### src/rtl/cv32e40x_bit_iter_pkg.sv
// Shared types for the set-bit enumerator.
package cv32e40x_pkg;

  typedef enum logic {
    IDLE = 1'b0,
    ITER = 1'b1
  } bit_iter_state_e;

endpackage

### src/rtl/cv32e40x_ff_one_dir.sv
// Combinational first-set-bit search in either direction over a balanced binary tree.
module cv32e40x_ff_one_dir #(
  parameter int   LEN = 32,
  localparam int  IW  = $clog2(LEN)
) (
  input  logic [LEN-1:0] vec,
  input  logic           desc,
  output logic [IW-1:0]  first_idx,
  output logic           no_ones
);

  localparam int            NPOW    = 1 << IW;
  localparam logic [IW-1:0] MAX_IDX = IW'(LEN - 1);

  // Level 0 holds the leaves; each following level halves the node count.
  // Left child is always the lower position, so preferring it yields the lowest set bit.
  for (genvar gi = 0; gi <= IW; gi++) begin : gen_lvl
    localparam int N = NPOW >> gi;
    logic [N-1:0]  v;
    logic [IW-1:0] ix [N];

    for (genvar gj = 0; gj < N; gj++) begin : gen_node
      if (gi == 0) begin : gen_leaf
        if (gj < LEN) begin : gen_used
          // Descending search reuses the ascending tree on the bit-reversed vector.
          assign v[gj] = desc ? vec[LEN-1-gj] : vec[gj];
        end else begin : gen_pad
          assign v[gj] = 1'b0;
        end
        assign ix[gj] = IW'(gj);
      end else begin : gen_inner
        assign v[gj]  = gen_lvl[gi-1].v[2*gj] | gen_lvl[gi-1].v[2*gj+1];
        assign ix[gj] = gen_lvl[gi-1].v[2*gj] ? gen_lvl[gi-1].ix[2*gj]
                                              : gen_lvl[gi-1].ix[2*gj+1];
      end
    end
  end

  assign no_ones   = ~gen_lvl[IW].v[0];
  assign first_idx = desc ? (MAX_IDX - gen_lvl[IW].ix[0]) : gen_lvl[IW].ix[0];

endmodule

### src/rtl/cv32e40x_bit_iter.sv
// Sequential set-bit enumerator: walks a registered pending mask one index per beat.
module cv32e40x_bit_iter
  import cv32e40x_pkg::*;
#(
  parameter int   LEN = 32,
  localparam int  IW  = $clog2(LEN),
  localparam int  CW  = $clog2(LEN + 1)
) (
  input  logic           clk,
  input  logic           rst_n,
  input  logic           load_valid_i,
  output logic           load_ready_o,
  input  logic [LEN-1:0] load_vec_i,
  input  logic           load_desc_i,
  output logic           idx_valid_o,
  input  logic           idx_ready_i,
  output logic [IW-1:0]  idx_o,
  output logic           idx_last_o,
  input  logic           kill_i,
  output logic           busy_o,
  output logic [CW-1:0]  remaining_o,
  output logic           done_o
);

  bit_iter_state_e state_reg, state_next;
  logic [LEN-1:0]  pending_reg, pending_next;
  logic            desc_reg, desc_next;
  logic            done_reg, done_next;

  logic [IW-1:0]   ff_idx;
  logic            ff_none;
  logic [LEN-1:0]  clr_mask;
  logic [CW-1:0]   pop_cnt;
  logic            load_acc;
  logic            beat;
  logic            last_beat;

  cv32e40x_ff_one_dir #(
    .LEN (LEN)
  ) u_ff_one_dir (
    .vec       (pending_reg),
    .desc      (desc_reg),
    .first_idx (ff_idx),
    .no_ones   (ff_none)
  );

  // One-hot of the selected bit, used to retire it on a beat.
  for (genvar gi = 0; gi < LEN; gi++) begin : gen_clr
    assign clr_mask[gi] = (ff_idx == IW'(gi));
  end

  always_comb begin
    pop_cnt = '0;
    for (int i = 0; i < LEN; i++) begin
      pop_cnt = pop_cnt + CW'(pending_reg[i]);
    end
  end

  assign load_acc  = load_valid_i & load_ready_o;
  assign beat      = idx_valid_o & idx_ready_i;
  assign last_beat = beat & (pop_cnt == CW'(1));

  // State register
  always_ff @(posedge clk or negedge rst_n) begin
    if (!rst_n) begin
      state_reg   <= IDLE;
      pending_reg <= '0;
      desc_reg    <= 1'b0;
      done_reg    <= 1'b0;
    end else begin
      state_reg   <= state_next;
      pending_reg <= pending_next;
      desc_reg    <= desc_next;
      done_reg    <= done_next;
    end
  end

  // Next-state logic; kill overrides every other transition and suppresses done.
  always_comb begin
    state_next   = state_reg;
    pending_next = pending_reg;
    desc_next    = desc_reg;
    done_next    = 1'b0;
    if (kill_i) begin
      state_next   = IDLE;
      pending_next = '0;
    end else begin
      unique case (state_reg)
        IDLE: begin
          if (load_acc) begin
            if (load_vec_i != '0) begin
              state_next   = ITER;
              pending_next = load_vec_i;
              desc_next    = load_desc_i;
            end else begin
              done_next = 1'b1;
            end
          end
        end
        ITER: begin
          if (beat) begin
            pending_next = pending_reg & ~clr_mask;
          end
          if (last_beat || ff_none) begin
            state_next = IDLE;
            done_next  = last_beat;
          end
        end
        default: state_next = IDLE;
      endcase
    end
  end

  // Outputs
  always_comb begin
    load_ready_o = 1'b0;
    idx_valid_o  = 1'b0;
    idx_o        = '0;
    idx_last_o   = 1'b0;
    busy_o       = 1'b0;
    unique case (state_reg)
      IDLE: load_ready_o = ~kill_i;
      ITER: begin
        idx_valid_o = 1'b1;
        idx_o       = ff_idx;
        idx_last_o  = (pop_cnt == CW'(1));
        busy_o      = 1'b1;
      end
      default: ;
    endcase
  end

  assign remaining_o = pop_cnt;
  assign done_o      = done_reg;

endmodule

### config.mk
export PLATFORM = sky130hd
export DESIGN_NAME = cv32e40x_bit_iter
export DESIGN_NICKNAME = d
export VERILOG_FILES = /design/src/rtl/cv32e40x_bit_iter_pkg.sv /design/src/rtl/cv32e40x_ff_one_dir.sv /design/src/rtl/cv32e40x_bit_iter.sv
export SDC_FILE = /design/constraint.sdc
export NUM_CORES = 1
export LEC_CHECK = 0
export CORE_UTILIZATION = 45
export CTS_CLUSTER_DIAMETER = 30
export DETAILED_ROUTE_END_ITERATION = 12
export GPL_TIMING_DRIVEN = 0
export PLACE_DENSITY = 0.71
export SLEW_MARGIN = 10
export SYNTH_ARGS = -nofsm -noshare
export SYNTH_HDL_FRONTEND = slang
export SYNTH_SLANG_ARGS = --single-unit
### constraint.sdc
create_clock -name clk -period 5.65 [get_ports clk]
set_input_delay 1.13 -clock clk [delete_from_list [all_inputs] [get_ports clk]]
set_output_delay 1.13 -clock clk [all_outputs]
set_load 0.05 [all_outputs]
==> results of run 1 <==
==> cells in the mapped netlist, types with 3 or more instances <==
library cell	number
a21oi_1	30
nand3_1	4
nor4_1	10
ha_1	7
o22ai_1	8
buf_2	3
o21a_1	4
xnor2_1	7
a41oi_1	8
o211ai_1	4
or2_2	3
nor3_1	17
inv_1	52
nand2_1	24
nor3b_1	11
a31oi_1	16
clkbuf_1	13
a221oi_1	17
dfrtp_1	35
o21ai_0	6
buf_6	4
fa_1	24
a211oi_1	10
nand2b_1	4
nor2_1	22
a22oi_1	39
==> how the worst min path moves through the flow <==
stage / startpoint / end / slack (ps) / depth (start not counted)
final: rst_n / pending_reg[26] / 650 / 1
after global routing: rst_n / pending_reg[26] / 640 / 1
after CTS: rst_n / pending_reg[24] / 640 / 1
after detailed placement: pending_reg[6] / pending_reg[6] / 640 / 2
after global placement: pending_reg[6] / pending_reg[6] / 590 / 2
after floorplan: pending_reg[6] / pending_reg[6] / 560 / 2
==> layer usage <==
layer,part of all wire [%],wire length (um)
met1,40,5380
met2,45,5950
met3,11,1520
met4,3.7,490
met5,0,0
==> power by group <==
part	switching, mW	total (mW)	internal [mW]
registers	0.0428	0.316	0.274
logic	1.20	1.99	0.791
clock network	0.0981	0.241	0.143
total	1.34	2.55	1.21
==> cells by family after synthesis <==
group / count (synthesis)
DFF: 35
AOI/OAI and AO/OA: 157
xor gates and xnor gates: 7
muxes: 5
and+or+nand+nor: 110
adders and majority gates: 31
buffers and inverters: 74
==> through the flow <==
stage	util (%)	instance area (sq um)	setup WS, ps	total power [mW]
after floorplan	-	3730	-631	1.63
after global placement	56.2	4390	-1350	2.10
after detailed placement	56.4	4400	-1430	2.14
after CTS	59.7	4660	-791	2.54
after global routing	59.9	4670	-949	2.70
final	59.9	4670	-771	2.55
==> area by class of cell <==
type	instances	area, sq um	area share, %
Multi-Input combinational cell	310	2540	54.4
Sequential cell	35	888	19.0
Timing Repair Buffer	71	683	14.6
Inverter	52	195	4.18
Tap cell	102	128	2.73
Buffer	22	120	2.57
Clock buffer	6	82.6	1.77
Clock inverter	2	35.0	0.750
==> critical path, stage by stage (launching register included) <==
cell and delay, ps:
dfrtp_1 480, fa_1 510, inv_1 50, fa_1 450, fa_2 550, fa_1 460
fa_1 520, fa_1 410, inv_1 70, ha_2 180, inv_2 40, fa_2 340
inv_2 50, a21o_1 140, a21oi_4 80, xnor2_4 160, nor4b_4 310, buf_6 200
==> what timing repair did <==
action / CTS / global route
endpoints found under the setup margin: 7 / 6
resized for setup: 67 / 4
buffers inserted: 16 / 1
pin swaps: 6 / 8
==> metrics, run 1 <==
Rows 32; Synth Area in Adders between 10% and 20%; DRT Pass-1 Iters 8; Post-Synthesis Cell Area approximately 3700 sq um; final RePlAce weighted congestion approximately 0.97; pwr dens between 500 and 600 nW/um^2; skew final 11.3 ps; layout net count approximately 570; RSZ-0062 raised after global routing yes; CTS tree yes; r2r worst-path depth 19; met2 usage 49.8%; post-synth cell types 56; Worst Path Arrival 5290 ps; clock sink count 35; Critical R2R Launch pending_reg[21]; share of cells above drive strength 1 between 10% and 20%; reg-to-reg slack, setup 320 ps; most frequent cells in the layout clkdlybuf4s50_1 (45), inv_1 (42), a22oi_1 (39), a21oi_1 (28), dfrtp_1 (25); Die Ht roughly 90 um; Yosys top cell by area dfrtp_1; Remaining Overflow, GRT 0; complex-gate fraction of the synthesized area a little under a third; H-tree levels 2; # IOs 54; total wire length roughly 13 mm; setup_tns -2810 ps; Setup-failing EPs final 6; Post-Synth XOR/XNOR Area 1.68%; CTS root buf clkbuf_8; Final Non-Filler Cells 600; critical path endpoint category output port; vias in the first global route 3914; Synth Area in Simple Gates between 10% and 20%; Crit Path Class reg2out; worst-margin pin slew ~730 ps; area share of the largest cell type after synthesis 24.0%; Hold Fails Final Rpt 0; largest family of logic cells by synthesized area compound AO/OA/AOI/OAI gates; Post-synth top flop dfrtp_1; Die W around 92 um; largest net degree at the start of global routing 32; Mapped Avg Cell Area 8.72 sq um; clock slew at reported path FFs 70 ps; n_diodes 0; asr flop ratio synth 100%; fin crit period ~6400 ps; final worst slack -771 ps; worst setup path endpoint idx_last_o; Fmax ~160 MHz; synth warn 0; min-delay worst type in2async; Die ar. 8480 sq um; core area between 7000 and 8000 sq um; met3 usage in global routing under 10%; reg-to-reg critical path endpoint state_reg; status complete, but fails checks; failing checks negative setup slack; hpwl dp approximately 10 mm; DRC errors left 0; hold buffers post-CTS 0; Slew HR ~51%; Largest register FFs 32; Via density ~6.6; initial antenna violation count 0; post-synthesis mux area share approximately 2.3%; synth top area cells dfrtp_1 (24%), fa_1 (13%), a22oi_1 (8.0%); sequential share of the synthesized area between 20% and 30%; drt initial violations between 500 and 600; most common cell after layout, fill and taps aside clkdlybuf4s50_1; clk_lat worst skew just under 300 ps; port bufs 53; leakage around 1.9 nW; number of max-cap violations 0; Max VDD drop between 500 and 600 uV; routed via count between 3000 and 4000; first-pass GRT wire length around 21 mm; CTS Buf Count 5; CP Max Fanout 7; global route hottest layer met2; Slew Viols, Final 0; FF+latch count, synth 35; Fillers between 700 and 800; clock buffer depth 2; final cycle utilization of the critical path 114%; Startpoint Class register; syn_nets 488; Worst Setup SP pending_reg[21]; ANT nets after route 0; Initial Utilization 46.8%; Tot GR Track Use between 30% and 40%; Post-Syn Instances around 420; Required @ worst endpoint between 4000 and 5000 ps; placed cells 575; Area Overhead vs Synth 27.9%; Avg WL per Cell around 22 um; Post-synth EDFFs 0; M1 GR Usage a little under half; Hold WS 646 ps
Note: power is estimated with default switching activity, not from simulation.
==> run 2: changes to the inputs <==
- CELL_PAD_IN_SITES_DETAIL_PLACEMENT: default -> 1
- CELL_PAD_IN_SITES_GLOBAL_PLACEMENT: default -> 2
- CORE_ASPECT_RATIO: default -> 0.8
- CORE_UTILIZATION: 45 -> 30
- PLACE_DENSITY: 0.71 -> default
- PLACE_DENSITY_LB_ADDON: default -> 0.1
- REMOVE_ABC_BUFFERS: default -> 1
==> run 2 against run 1 <==
The run still ends with negative setup slack left; global-route usage is 8.6 points lower; final cell count grew 6.3%; flip-flop and latch count unchanged; die area is 49% higher; combinational power increased by 17%; register-to-register slack got worse by 150 ps; clock-buffer cell count unchanged; highest routed layer unchanged.
==> metrics, run 2 (same netlist as run 1, synthesis figures left out) <==
status complete, but fails checks; failing checks negative setup slack; Switching Share 50.6% (-2.1 points); clock slew at reported path FFs 60 ps (about the same); share of cells above drive strength 1 23.3% (+5.2 points); flip-flop and latch area 895 sq um (+0.70%); CTS root buf clkbuf_16; Fmax 155 MHz (-0.39%); n_diodes 0 (unchanged); Area Overhead vs Synth 32.6%; Die Ht 101 um (+9.3%); DRC errors left 0 (unchanged); Via density 6.06 (-8.6%); CP top delay family adder cells; fin crit period 6450 ps (+25.3 ps); port bufs 53 (unchanged); min-delay worst type in2async; routed via count 3864 (-2.8%); clock share of power 9.4% (about the same); clk_lat worst skew 280 ps (about the same); Metal-1 WL 7.54 mm (+40%); Crit Path Class reg2out; leakage 1.91 nW (+1.3%); final core utilization 41.4% (-18 points); CP max stage delay 570 ps (+20 ps); cell-by-cell trace of the critical path fa_1, inv_2, fa_1, inv_2, fa_1, fa_1, fa_1, inv_2, fa_2, inv_2, ha_4, a21o_1, a21oi_4, nor2b_2, o21a_1, nor4b_4, buf_6; vias in the first global route 3838 (-1.9%); sequential power share 11.2% (-1.2 points); Rows 35 (+9.4%); Pwr Total 2.94 mW (+15%); clock sink count 35 (unchanged); Final Non-Filler Cells 638 (+6.3%); # IOs 54 (unchanged); CTS tree yes; final RePlAce weighted congestion 0.805 (-17%); Remaining Overflow, GRT 0 (unchanged); core area 11700 sq um (+50%); Fillers 1372 (+91%); setup_tns -3230 ps (-420 ps); final worst slack -797 ps (-25.3 ps); Die ar. 12600 sq um (+49%); pwr dens 607 nW/um^2 (+11%); DRT Pass-1 Iters 5 (-3); skew final 6.20 ps (-5.08 ps); number of max-cap violations 0 (unchanged); final cycle utilization of the critical path 114% (+0.45 points); metal2 WL 6.55 mm (+10%); Avg WL per Cell 23.5 um (+5.7%); uppermost layer routed met4; most common cell after layout, fill and taps aside clkdlybuf4s50_1; CP Max Fanout 7 (unchanged); first-pass GRT wire length 22.8 mm (+7.1%); Comb pwr share 79.4% (+1.3 points); Required @ worst endpoint 4520 ps (about the same); worst-margin pin slew 875 ps (+144 ps); sw power 1.49 mW (+11%); Die W 125 um (+36%); placed cells 602 (+4.7%); Hold Fails Final Rpt 0 (unchanged); most frequent cells in the layout clkdlybuf4s50_1 (45), a22oi_1 (39), inv_1 (35), a21oi_1 (28), buf_4 (25); largest net degree at the start of global routing 40 (+25%); Slew Viols, Final 0 (unchanged); Largest register FFs 32 (unchanged); met3 WL 743 um (-51%); H-tree levels 2 (unchanged); clock buffer depth 2 (unchanged); Startpoint Class register; RSZ-0062 raised after global routing yes; initial antenna violation count 0 (unchanged); layout net count 558 (-1.4%); area of the multi-input gates 2580 sq um (+1.7%); Slew HR 41.5% (-9.4 points); Worst Path Arrival 5320 ps (+30 ps); ANT nets after route 0 (unchanged); Setup WS pre-CTS -1750 ps (-319 ps); Int Power 1.45 mW (+20%); total wire length 15.0 mm (+12%); cell repeated most along the worst path fa_1; critical path endpoint category output port; Setup-failing EPs final 6 (unchanged); CTS Buf Count 5 (unchanged); Max VDD drop 656 uV (+19%); Buf+Inv Stages, Crit Path 5 (unchanged); hpwl dp 10.7 mm (+6.3%); drt initial violations 204 (-60%); CP max stage cell fa_2; Initial Utilization 31.2% (-16 points); Tot GR Track Use 24.0% (-8.6 points)
==> run 2: cell types whose count changed in the layout (fill, tap and decap cells not counted), sizes merged <==
cell / before / now
buf: 35 / 40
bufinv: 1 / 0
clkbuf: 19 / 6
clkinvlp: 0 / 1
==> run 2: repair_timing <==
item / CTS / global route
gates resized for setup: 92 / 9
setup endpoints to repair: 9 / 8
setup buffers: 19 / 9
pin swaps: 18 / 14
hold buffers: 0 / 0
==> run 2: path summary, 6_finish.rpt <==
| path | start | cells past startpoint | end | slack [ps] |
|---|---|---|---|---|
| max | pending_reg[21] | 17 | idx_last_o | -800 |
| min | rst_n | 1 | desc_reg | 660 |
| max reg2reg | pending_reg[13] | 20 | state_reg | 170 |
| min reg2reg | pending_reg[6] | 2 | pending_reg[6] | 690 |
| max in group asynchronous | rst_n | 2 | pending_reg[5] | 4570 |
| min in group clk | pending_reg[6] | 2 | pending_reg[6] | 690 |
==> run 2: final cells by class <==
class | instances | area share (%)
clock buffer | 6 | 2.66
multi-input combinational | 310 | 53.3
timing repair buffer | 85 | 17.4
inverter | 52 | 4.03
sequential | 35 | 18.5
clock inverter | 2 | 0.258
tap | 148 | 3.82
==> run 2: worst register-to-register path: stages, from the launching register on <==
cell	delay, ps
dfrtp_2	420
inv_2	60
fa_1	560
fa_1	450
fa_2	560
fa_1	420
fa_1	540
fa_1	430
inv_1	70
ha_2	180
inv_2	40
fa_2	360
inv_2	60
a21o_1	120
a21oi_2	70
xnor2_2	220
nor4b_4	90
buf_4	140
buf_4	130
a221o_1	330
a21oi_1	120
==> run 2: power groups by stage <==
| stage | logic (mW) | clock network, mW | registers [mW] |
|---|---|---|---|
| floorplan | 1.19 | 0 | 0.325 |
| global route | 2.49 | 0.289 | 0.331 |
| detailed placement | 1.75 | 0 | 0.335 |
| CTS | 2.19 | 0.280 | 0.325 |
| finish | 2.33 | 0.277 | 0.328 |
| global placement | 1.69 | 0 | 0.344 |
==> run 2: per-stage QoR <==
step	hold slack [ps]	area, sq um
detailed placement	667	4360
global placement	624	4250
floorplan	565	3530
finish	658	4840
global route	660	4840
CTS	660	4760
==> run 2: layer usage <==
layer | vias to the layer above | GRT usage (%)
met2 | 111 | 35.8
met3 | 8 | 3.56
met5 | - | 0
met4 | 0 | 4.13
met1 | 2025 | 36.6
li1 | 1720 | -
